--- config.mk ---
export PLATFORM = sky130hd
export DESIGN_NAME = conv_window_streamer
export DESIGN_NICKNAME = d
export VERILOG_FILES = /design/src/rtl/conv_window_streamer.sv
export SDC_FILE = /design/constraint.sdc
export NUM_CORES = 1
export LEC_CHECK = 0
export CORE_ASPECT_RATIO = 0.7
export CORE_MARGIN = 1.5
export CORE_UTILIZATION = 45
export CTS_CLUSTER_DIAMETER = 30
export DETAILED_ROUTE_END_ITERATION = 7
export PLACE_DENSITY = 0.7
export SKIP_CTS_REPAIR_TIMING = 1
export SKIP_LAST_GASP = 1
export SYNTH_ARGS = -nofsm -noshare
export SYNTH_HDL_FRONTEND = slang
export SYNTH_SLANG_ARGS = --single-unit
export TNS_END_PERCENT = 20
--- constraint.sdc ---
create_clock -name m00_axis_aclk -period 3.02 [get_ports m00_axis_aclk]
set_input_delay 0.604 -clock m00_axis_aclk [delete_from_list [all_inputs] [get_ports m00_axis_aclk]]
set_output_delay 0.604 -clock m00_axis_aclk [all_outputs]
set_load 0.03 [all_outputs]
--- src/rtl/conv_window_streamer.sv ---
// conv_window_streamer: RAM-to-AXIS 3x3 window scan with FWFT skid FIFO.
// Optional zero-padded scan: define CONV_STREAMER_PAD_EN.
module conv_window_streamer #(
  parameter int ADDR_WIDTH         = 12,
  parameter int C_AXIS_TDATA_WIDTH = 32,
  parameter int PIXEL_NB           = 7,
  parameter int IMG_W              = 64,
  parameter int IMG_H              = 64,
  parameter int FIFO_DEPTH         = 4
) (
  input  logic                            m00_axis_aclk,
  input  logic                            m00_axis_aresetn,
  input  logic                            start,
  output logic                            busy,
  output logic                            done,
  output logic                            mem_en,
  output logic [ADDR_WIDTH-1:0]           mem_addr,
  input  logic [PIXEL_NB-1:0]             mem_rdata,
  output logic [C_AXIS_TDATA_WIDTH-1:0]   m00_axis_tdata,
  output logic [C_AXIS_TDATA_WIDTH/8-1:0] m00_axis_tstrb,
  output logic                            m00_axis_tvalid,
  input  logic                            m00_axis_tready,
  output logic                            m00_axis_tlast
);

`ifdef CONV_STREAMER_PAD_EN
  localparam int NCOL   = IMG_W + 2;
  localparam int NSTRIP = IMG_H;
`else
  localparam int NCOL   = IMG_W;
  localparam int NSTRIP = IMG_H - 2;
`endif
  localparam int CW   = $clog2(NCOL + 1);
  localparam int SW   = $clog2(NSTRIP + 1);
  localparam int PW   = $clog2(FIFO_DEPTH);
  localparam int CNTW = PW + 1;

  typedef logic [ADDR_WIDTH-1:0] addr_t;
  localparam addr_t W_A = addr_t'(IMG_W);

  typedef enum logic [1:0] {
    IDLE,
    RUN,
    DRAIN,
    DONE
  } state_t;

  logic clk;
  logic rst_n;
  assign clk   = m00_axis_aclk;
  assign rst_n = m00_axis_aresetn;

  state_t state_q, state_n;

  logic [CW-1:0] col_q;
  logic [1:0]    k_q;
  logic [SW-1:0] strip_q;
  addr_t         row_base_q;

  logic rd_q;
  logic tag_q;

  logic [PIXEL_NB-1:0] fifo_pix [FIFO_DEPTH];
  logic                fifo_last [FIFO_DEPTH];
  logic [PW-1:0]       wr_ptr, rd_ptr;
  logic [CNTW-1:0]     count;

  logic col_end, k_end, strip_end;
  logic beat_last, frame_last;
  logic credit, issue, in_img;
  logic empty, pop, pop_fifo, push;
  int   pend;
  addr_t k_off, addr;
  logic [PIXEL_NB-1:0] rd_pix, out_pix;
  logic                out_last;

  assign col_end    = col_q == CW'(NCOL - 1);
  assign k_end      = k_q == 2'd2;
  assign strip_end  = strip_q == SW'(NSTRIP - 1);
  assign beat_last  = col_end && k_end;
  assign frame_last = beat_last && strip_end;

  assign pend   = int'(count) + int'(rd_q);
  assign credit = pend < FIFO_DEPTH;
  assign issue  = (state_q == RUN) && credit;

`ifdef CONV_STREAMER_PAD_EN
  logic pad_q;
  logic row_ok, col_ok;

  assign row_ok = !((k_q == 2'd0 && strip_q == '0) ||
                    (k_end && strip_end));
  assign col_ok = (col_q != '0) && !col_end;
  assign in_img = row_ok && col_ok;
  assign rd_pix = pad_q ? '0 : mem_rdata;

  // Window top row is one above row_base; column index is biased by one.
  always_comb begin
    k_off = '0;
    unique case (1'b1)
      k_q == 2'd0: k_off = addr_t'(0) - W_A;
      k_q == 2'd1: k_off = '0;
      default:     k_off = W_A;
    endcase
  end
  assign addr = row_base_q + k_off + addr_t'(col_q) - addr_t'(1);
`else
  assign in_img = 1'b1;
  assign rd_pix = mem_rdata;

  always_comb begin
    k_off = '0;
    unique case (1'b1)
      k_q == 2'd0: k_off = '0;
      k_q == 2'd1: k_off = W_A;
      default:     k_off = W_A + W_A;
    endcase
  end
  assign addr = row_base_q + k_off + addr_t'(col_q);
`endif

  assign mem_en   = issue && in_img;
  assign mem_addr = mem_en ? addr : '0;

  // Read data bypasses the FIFO when it is empty (first-word-fall-through).
  assign empty    = count == '0;
  assign out_pix  = empty ? rd_pix : fifo_pix[rd_ptr];
  assign out_last = empty ? tag_q : fifo_last[rd_ptr];

  assign m00_axis_tvalid = !empty || rd_q;
  assign m00_axis_tdata  = m00_axis_tvalid ?
                           C_AXIS_TDATA_WIDTH'(out_pix) : '0;
  assign m00_axis_tlast  = m00_axis_tvalid && out_last;
  assign m00_axis_tstrb  = '1;

  assign pop      = m00_axis_tvalid && m00_axis_tready;
  assign pop_fifo = pop && !empty;
  assign push     = rd_q && !(empty && m00_axis_tready);

  assign busy = state_q != IDLE;
  assign done = state_q == DONE;

  always_comb begin
    state_n = state_q;
    unique case (state_q)
      IDLE:  if (start) state_n = RUN;
      RUN:   if (issue && frame_last) state_n = DRAIN;
      DRAIN: if (pend == 0 || (pend == 1 && pop)) state_n = DONE;
      DONE:  state_n = IDLE;
      default: state_n = IDLE;
    endcase
  end

  always_ff @(posedge clk or negedge rst_n) begin
    if (!rst_n) begin
      state_q    <= IDLE;
      col_q      <= '0;
      k_q        <= '0;
      strip_q    <= '0;
      row_base_q <= '0;
      rd_q       <= 1'b0;
      tag_q      <= 1'b0;
    end else begin
      state_q <= state_n;
      rd_q    <= issue;
      tag_q   <= issue && beat_last;
      if (state_q == IDLE && start) begin
        col_q      <= '0;
        k_q        <= '0;
        strip_q    <= '0;
        row_base_q <= '0;
      end else if (issue) begin
        if (k_end) begin
          k_q <= '0;
          if (col_end) begin
            col_q      <= '0;
            strip_q    <= strip_q + SW'(1);
            row_base_q <= row_base_q + W_A;
          end else begin
            col_q <= col_q + CW'(1);
          end
        end else begin
          k_q <= k_q + 2'd1;
        end
      end
    end
  end

`ifdef CONV_STREAMER_PAD_EN
  always_ff @(posedge clk or negedge rst_n) begin
    if (!rst_n) pad_q <= 1'b0;
    else        pad_q <= issue && !in_img;
  end
`endif

  always_ff @(posedge clk or negedge rst_n) begin
    if (!rst_n) begin
      wr_ptr <= '0;
      rd_ptr <= '0;
      count  <= '0;
      for (int i = 0; i < FIFO_DEPTH; i++) begin
        fifo_pix[i]  <= '0;
        fifo_last[i] <= 1'b0;
      end
    end else begin
      if (push) begin
        fifo_pix[wr_ptr]  <= rd_pix;
        fifo_last[wr_ptr] <= tag_q;
        wr_ptr            <= wr_ptr + PW'(1);
      end
      if (pop_fifo) rd_ptr <= rd_ptr + PW'(1);
      count <= count + CNTW'(push) - CNTW'(pop_fifo);
    end
  end

endmodule

# Yosys cells after proc, flatten, opt, wreduce, memory -nomap -nowiden
# Index checks and enable logic that the tools add are counted.
# classes
eq_ne	11
n_addsub	11
order_cmp	4
n_reduce_logical	28
muxes	36
bitwise_logic	2
# op_table
operator	count
2-to-1 mux 7 bit	9
2-to-1 mux 12 bit	5
logical NOT 32 bit	1
bitwise mux 28 bit	1
2-to-1 mux 6 bit	4
one-hot mux 8 bit (2 select lines)	1
binary-select mux 7 bit (select 2 bit)	1
demux 7 bit (select 2 bit)	1
logical AND 1 bit	13
adder 12 bit	1
adder 12 x 7 -> 12 bit	1
adder 12 x 7 -> 12 bit, second input constant	1
2-to-1 mux 2 bit	6
one-hot mux 2 bit (4 select lines)	1
nonzero test 2 bit	4
adder 7 x 1 -> 7 bit, second input constant	1
equality test 7 x 6 -> 1 bit, second input constant	1
adder 2 x 1 -> 2 bit, second input constant	3
adder 6 x 1 -> 6 bit, second input constant	1
equality test 2 bit, second input constant	3
equality test 6 bit, second input constant	1
>= comparator 3 bit, second input constant	2
NOT 2 -> 3 bit	2
AND reduction 3 bit	2
18 further kinds	26
# word_totals
register_bits	70
wordCells	110
output_inout_bits	53

# Depth between registers and ports, before layout
# Gate-level depths: netlist (run 1).
# logic_depth
ltp_word	8
ltp_mapped	10

# Worst setup path after synthesis (run 1)
# Ideal clock, no wire load.
# synth_timing
path_type	register -> output
from	register k_q[1]
to	output mem_addr[11]
setup_slack_ps	450
path_stages_with_launch	10
path_buffers	0
arrival_time_ps	1966
cell_sequence	dfrtp_1 -> nand2b_1 -> fa_1 -> inv_1 -> ha_1 -> a21oi_1 -> o31ai_1 -> nand3_1 -> xor2_1 -> nor2_1
# synth_via
elab_chain_cells	5
# synth_lines
element	line_no	text
start, declared	56	logic [1:0] k_q;
start signal, assigned	183	k_q <= k_q + 2'd1;
equality test 2 x 1 -> 1 bit or logical NOT 2 bit (tied branches)	115, 114	
one-hot mux 8 bit (2 select lines) *	113	unique case (1'b1)
adder 12 bit *	119	assign addr = row_base_q + k_off + addr_t'(col_q);
adder 12 x 7 -> 12 bit *	119	
2-to-1 mux 12 bit *	123	assign mem_addr = mem_en ? addr : '0;
end, declared	17	output logic [ADDR_WIDTH-1:0] mem_addr,
# Mark *: on every way between the ends. The rest lies on a longest branch, timed or not.

# Final worst setup path (run 1)
# Same ends and word-level chain as after synthesis.

==> results of run 1 <==
==> metrics by stage <==
step                      cells  setup WS, ns  cell area [sq um]  hold WS [ns]
after global placement      480         0.378               4070         0.479
after global routing        495       -0.0573               4370         0.280
final                       495         0.124               4370         0.255
after detailed placement    480         0.338               4070         0.488
after CTS                   495        0.0395               4360         0.265
after floorplan             381         0.450               3880         0.308
==> power breakdown <==
group          switching (uW)  total [uW]  internal [uW]
Combinational             941        1800            858
Clock                     366         996            630
Sequential                214        1360           1150
Total                    1520        4160           2640
==> registers in the layout, indices dropped and copies added (netlist names) <==
name	flops
strip_q	6
rd_q	1
fifo_pix	28
state_q	2
row_base_q	6
fifo_last	4
k_q	2
tag_q	1
count	3
col_q	7
rd_ptr	2
wr_ptr	2
==> worst min-delay path by stage <==
stage	start	depth (start not counted)	slack [ns]	to
after global placement	rd_ptr[0]$_DFFE_PN0P_	1	0.48	rd_ptr[0]$_DFFE_PN0P_
after global routing	m00_axis_aresetn	2	0.28	row_base_q[10]$_DFFE_PN0P_
after CTS	m00_axis_aresetn	2	0.26	row_base_q[9]$_DFFE_PN0P_
after detailed placement	rd_ptr[0]$_DFFE_PN0P_	1	0.49	rd_ptr[0]$_DFFE_PN0P_
final	m00_axis_aresetn	2	0.26	row_base_q[9]$_DFFE_PN0P_
after floorplan	m00_axis_aresetn	0	0.31	col_q[0]$_DFFE_PN0P_
==> cell usage in the layout, fill, tap and decap left out, types with 11 or more instances in the layout <==
master,Yosys,final
dfrtp_1,64,64
nand2_1,35,35
mux2_2,32,32
conb_1,2,30
nor2_1,28,28
ha_1,23,23
clkdlybuf4s50_1,0,20
buf_4,31,18
inv_1,16,16
nand3_1,12,12
xnor2_1,13,12
xor2_1,12,12
o21ai_0,11,11
==> final cells by class <==
class | instances | area (sq um) | area share
well taps | 101 | 126 | 0.0289
clock buffers | 9 | 225 | 0.0516
repair buffers | 39 | 340 | 0.0779
multi-input cells | 259 | 1950 | 0.446
inverters | 17 | 63.8 | 0.0146
clock inverters | 6 | 61.3 | 0.0140
flip-flops and latches | 64 | 1600 | 0.367
==> kinds of logic (layout without fill, tap and decap cells) <==
kind of cell / count (synthesis) / after routing / synth area share
AND/OR/NAND/NOR: 107 / 107 / 0.138
XOR/XNOR: 25 / 25 / 0.0581
adder cells (fa/ha/maj): 25 / 25 / 0.0869
multiplexers: 42 / 42 / 0.150
other: 2 / 30 / 0.00199
flip-flops: 64 / 64 / 0.425
AO/OA/AOI/OAI: 30 / 30 / 0.0511
buffers and inverters: 58 / 71 / 0.0896
==> worst max-delay path, stage by stage, from the launching register on <==
cell and delay (ns):
dfrtp_1 0.42, nand2b_1 0.21, fa_1 0.37, inv_1 0.06, ha_1 0.17, a21oi_1 0.07, o31ai_1 0.11, nand3_1 0.14
xor2_1 0.15, nor2_1 0.08, buf_4 0.16
==> metal layers <==
metal / vias to the layer above / share of wire / track usage
met2: 70 / 0.46 / 0.264
met4: 0 / 0.014 / 0.0722
met1: 1229 / 0.48 / 0.251
met3: 11 / 0.041 / 0.0463
met5: - / 0 / 0
li1: 1216 / - / -
==> impl_metrics.yaml, run 1 <==
run_status:
  run_status: "finished with violations"
  violations: "DRC"
critical_path:
  setup.worst_path.class: "reg -> out"
  rr_startpoint: "count[0]$_DFF_PN0_"
  crit_required_ns: 2.42
  path_max_fanout: 5
  start_kind: "flip-flop"
  r2r_end: "state_q[1]$_DFFE_PN0P_"
  rr_worst_depth: 7
  cp_data_arrival_time_ns: 2.29
  r2r_setup_slack_ns: 0.43
  end_kind: "output port"
  crit_start: "k_q[1]$_DFFE_PN0P_"
  endpoint: "mem_addr[11]"
sta:
  max_freq_ghz: 0.345
  skew_ns: 0.00658
  fin_crit_sh: 0.959
  tightest_slew_ns: 0.810
  report.final.slew_viol_count: 0
  setup_viol: 0
  tns_ns: 0
  rsz0062_at_grt: "true"
  period_needed_ns: 2.90
  hold_violations: 0
  slew_headroom: 0.460
grt:
  overflow: 0
  antenna_found_initial: 0
  grt_pass1_vias: 2579
  grt_first_pass_wirelength_um: 12400
  grt_max_degree: 42
  grt_usage: 0.178
layout:
  syn2layout_area_growth_pct: 15.8
  fillers: 696
  nNetsFinal: 426
  drive_gt1_frac: 0.213
  final_util: 0.546
  diodes: 0
die:
  die-area_sq_um: 8950
  core_area_sq_um: 8010
  initial_core_util: 0.471
  io_pins: 64
  die_w_um: 112
  die_y_um: 79.6
  rows: 27
logic_synthesis:
  ys_ff_latch: 64
  post-synth-top-count-cell: "dfrtp_1"
  synth_top_cell_by_area: "dfrtp_1"
  synth_area_sq_um: 3770
  yosys-top-cells-area: "dfrtp_1 42%, mux2_2 9.6%, ha_1 7.6%, buf_4 6.2%, mux4_2 4.8%"
  yosys-top-cells-count: "64 x dfrtp_1, 35 x nand2_1, 32 x mux2_2, 31 x buf_4, 28 x nor2_1"
  synthCells: 353
  syn_avg_cell_area_sq_um: 10.7
  synth-async-reset-ratio: 1.00
  synth.distinct_cells: 42
  synth_edf_count: 0
  ys_warn_count: 0
  ys.flop_type: "dfrtp_1"
  synth.top_cell.area_share: 0.425
  seq_area_frac_synth: 0.425
cts:
  clockBufferDepth: 2
  cts_tree: "done"
  cts_root_buf: "clkbuf_16"
  clk_pin_slew_ns: 0.05
  clkSinkCount: 64
  clk_latency_ns: 0.33
  cts_max_level: 3
  cts_made_buffers: 9
run:
  drv_cap: 0
route:
  finalWirelength_um: 7340
  vias: 2526
  first_iter_violations: 89
  avgViaCountPerCell: 5.10
  drc: 2
  ant_nets: 0
  first_pass_iters: 8
  wire_per_inst_um: 14.8
worst_hold_path:
  hold_path.class: "in -> async"
place:
  dpl.hpwl_um: 5170
  io_buffers: 34
  finalWeightedCongestion: 0.787
power:
  finalPower_uw: 4160
  leakage_uw: 0.00202
  peakVddDrop_mv: 0.445
  pwr_density_cell_nw_per_um2: 952
Note: power is estimated with default switching activity, not from simulation.
==> run 2: changes to the inputs <==
--- a/config.mk
+++ b/config.mk
@@ -5,10 +5,10 @@
 export SDC_FILE = /design/constraint.sdc
 export NUM_CORES = 1
 export LEC_CHECK = 0
-export CORE_ASPECT_RATIO = 0.7
+export CORE_ASPECT_RATIO = 2
 export CORE_MARGIN = 1.5
 export CORE_UTILIZATION = 45
-export CTS_CLUSTER_DIAMETER = 30
+export CTS_CLUSTER_DIAMETER = 120
 export DETAILED_ROUTE_END_ITERATION = 7
 export PLACE_DENSITY = 0.7
 export SKIP_CTS_REPAIR_TIMING = 1
==> impl_metrics.yaml, run 2 (synthesized netlist as in run 1, its figures left out) <==
place:
  io_buffers: 34
  place_area_sq_um: 4100
  finalWeightedCongestion: 0.802
  dpl.hpwl_um: 5510
  place_ws_ns: 0.314
critical_path:
  setup.worst_path.class: "reg -> out"
  start_kind: "flip-flop"
  crit_path_max_incr_delay_ns: 0.42
  path_max_fanout: 5
  r2r_setup_slack_ns: 0.55
  rr_worst_depth: 7
  rr_startpoint: "count[0]$_DFF_PN0_"
  critPathSlowestCell: "dfrtp_1"
  cp_data_arrival_time_ns: 2.31
  crit_required_ns: 2.42
  r2r_end: "state_q[1]$_DFFE_PN0P_"
  end_kind: "output port"
  cp_cell_sequence: "nand2b_1 > fa_1 > inv_1 > ha_1 > a21oi_1 > o31ai_1 > nand3_1 > xor2_1 > nor2_1 > buf_4"
die:
  io_pins: 64
  rows: 47
  initial_core_util: 0.461
  core_area_sq_um: 8170
  die-area_sq_um: 8970
  die_y_um: 132
  die_w_um: 67.7
layout:
  stdcell_area_sq_um: 4380
  top_register: "fifo_pix"
  multi_input_area_sq_um: 1940
  drive_gt1_frac: 0.215
  seqCellArea_sq_um: 1600
  final_common_cell: "dfrtp_1"
  syn2layout_area_growth_pct: 16.1
  nNetsFinal: 427
  final_util: 0.535
  largest_reg_flops: 28
  diodes: 0
  reg_top3: "fifo_pix (28), col_q (7)"
  final_cell_mix: "64 x dfrtp_1, 35 x nand2_1, 32 x mux2_2"
  fillers: 743
grt:
  grt_usage: 0.189
  grt_pass1_vias: 2711
  grt_max_degree: 37
  overflow: 0
  antenna_found_initial: 0
  grt_first_pass_wirelength_um: 12700
cts:
  clockBufferDepth: 2
  clk_latency_ns: 0.33
  clkSinkCount: 64
  cts_max_level: 3
  cts_root_buf: "clkbuf_16"
  clk_pin_slew_ns: 0.05
  cts_tree: "done"
  cts_made_buffers: 9
worst_hold_path:
  hold_path.class: "in -> async"
route:
  met2WireLength_um: 4240
  first_iter_violations: 78
  ant_nets: 0
  finalWirelength_um: 7370
  drc: 0
  first_pass_iters: 4
  top_layer: "met4"
  wl_met1_um: 2750
  vias: 2570
  wire_per_inst_um: 14.9
  avgViaCountPerCell: 5.20
  wl_met3_um: 236
sta:
  fin_crit_sh: 0.965
  setup_viol: 0
  hold_violations: 0
  skew_ns: 0.00490
  slew_headroom: 0.453
  period_needed_ns: 2.92
  report.final.slew_viol_count: 0
  whs_ns: 0.307
  setup_slack_ns: 0.104
  rsz0062_at_grt: "true"
  max_freq_ghz: 0.343
  tightest_slew_ns: 0.820
power:
  pwr_density_cell_nw_per_um2: 934
  leakage_uw: 0.00202
  peakVddDrop_mv: 0.317
run:
  drv_cap: 0
run_status:
  run_status: "complete, no violations"
[run 2: routing by layer]
| layer | vias to the layer above | global-route usage |
|---|---|---|
| met2 | 62 | 0.352 |
| li1 | 1224 | - |
| met5 | - | 0 |
| met1 | 1270 | 0.194 |
| met4 | 0 | 0.0658 |
| met3 | 14 | 0.0459 |
[run 2: worst max-delay path by stage]
| stage | start | endpoint | slack [ns] |
|---|---|---|---|
| 4_1_cts | count[2]$_DFF_PN0_ | m00_axis_tdata[1] | 0.01 |
| 3_5_place_dp | mem_rdata[1] | m00_axis_tdata[1] | 0.31 |
| 6_report | k_q[1]$_DFFE_PN0P_ | mem_addr[11] | 0.10 |
| 3_3_place_gp | mem_rdata[1] | m00_axis_tdata[1] | 0.35 |
| 5_1_grt | k_q[1]$_DFFE_PN0P_ | mem_addr[11] | -0.07 |
| 2_1_floorplan | k_q[1]$_DFFE_PN0P_ | mem_addr[11] | 0.45 |
[run 2: power by group]
group          internal [uW]  total (uW)  switching [uW]
combinational            869        1790             917
clock                    570         937             366
sequential              1150        1360             215
[run 2: stage by stage]
step                total power, uW  instances  TNS (ns)
floorplan                      2650        381         0
global placement               3100        478         0
detailed placement             3180        478         0
CTS                            4140        494         0
global route                   4360        494   -0.0656
finish                         4090        494         0
[run 2: final cells by class]
class	instances	share of cell area
multi-input combinational	259	0.444
clock buffer	10	0.0546
sequential	64	0.366
tap	98	0.0280
clock inverter	6	0.00800
timing repair buffer	40	0.0852
inverter	17	0.0146
[run 2: critical path, delay by kind of cell, from the launching register on]
family                   cells  cell delay, ns
adder cells (fa/ha/maj)      2            0.55
AND/OR/NAND/NOR              3            0.43
flip-flops                   1            0.42
buffers and inverters        2            0.23
AO/OA/AOI/OAI                2            0.18
XOR/XNOR                     1            0.16
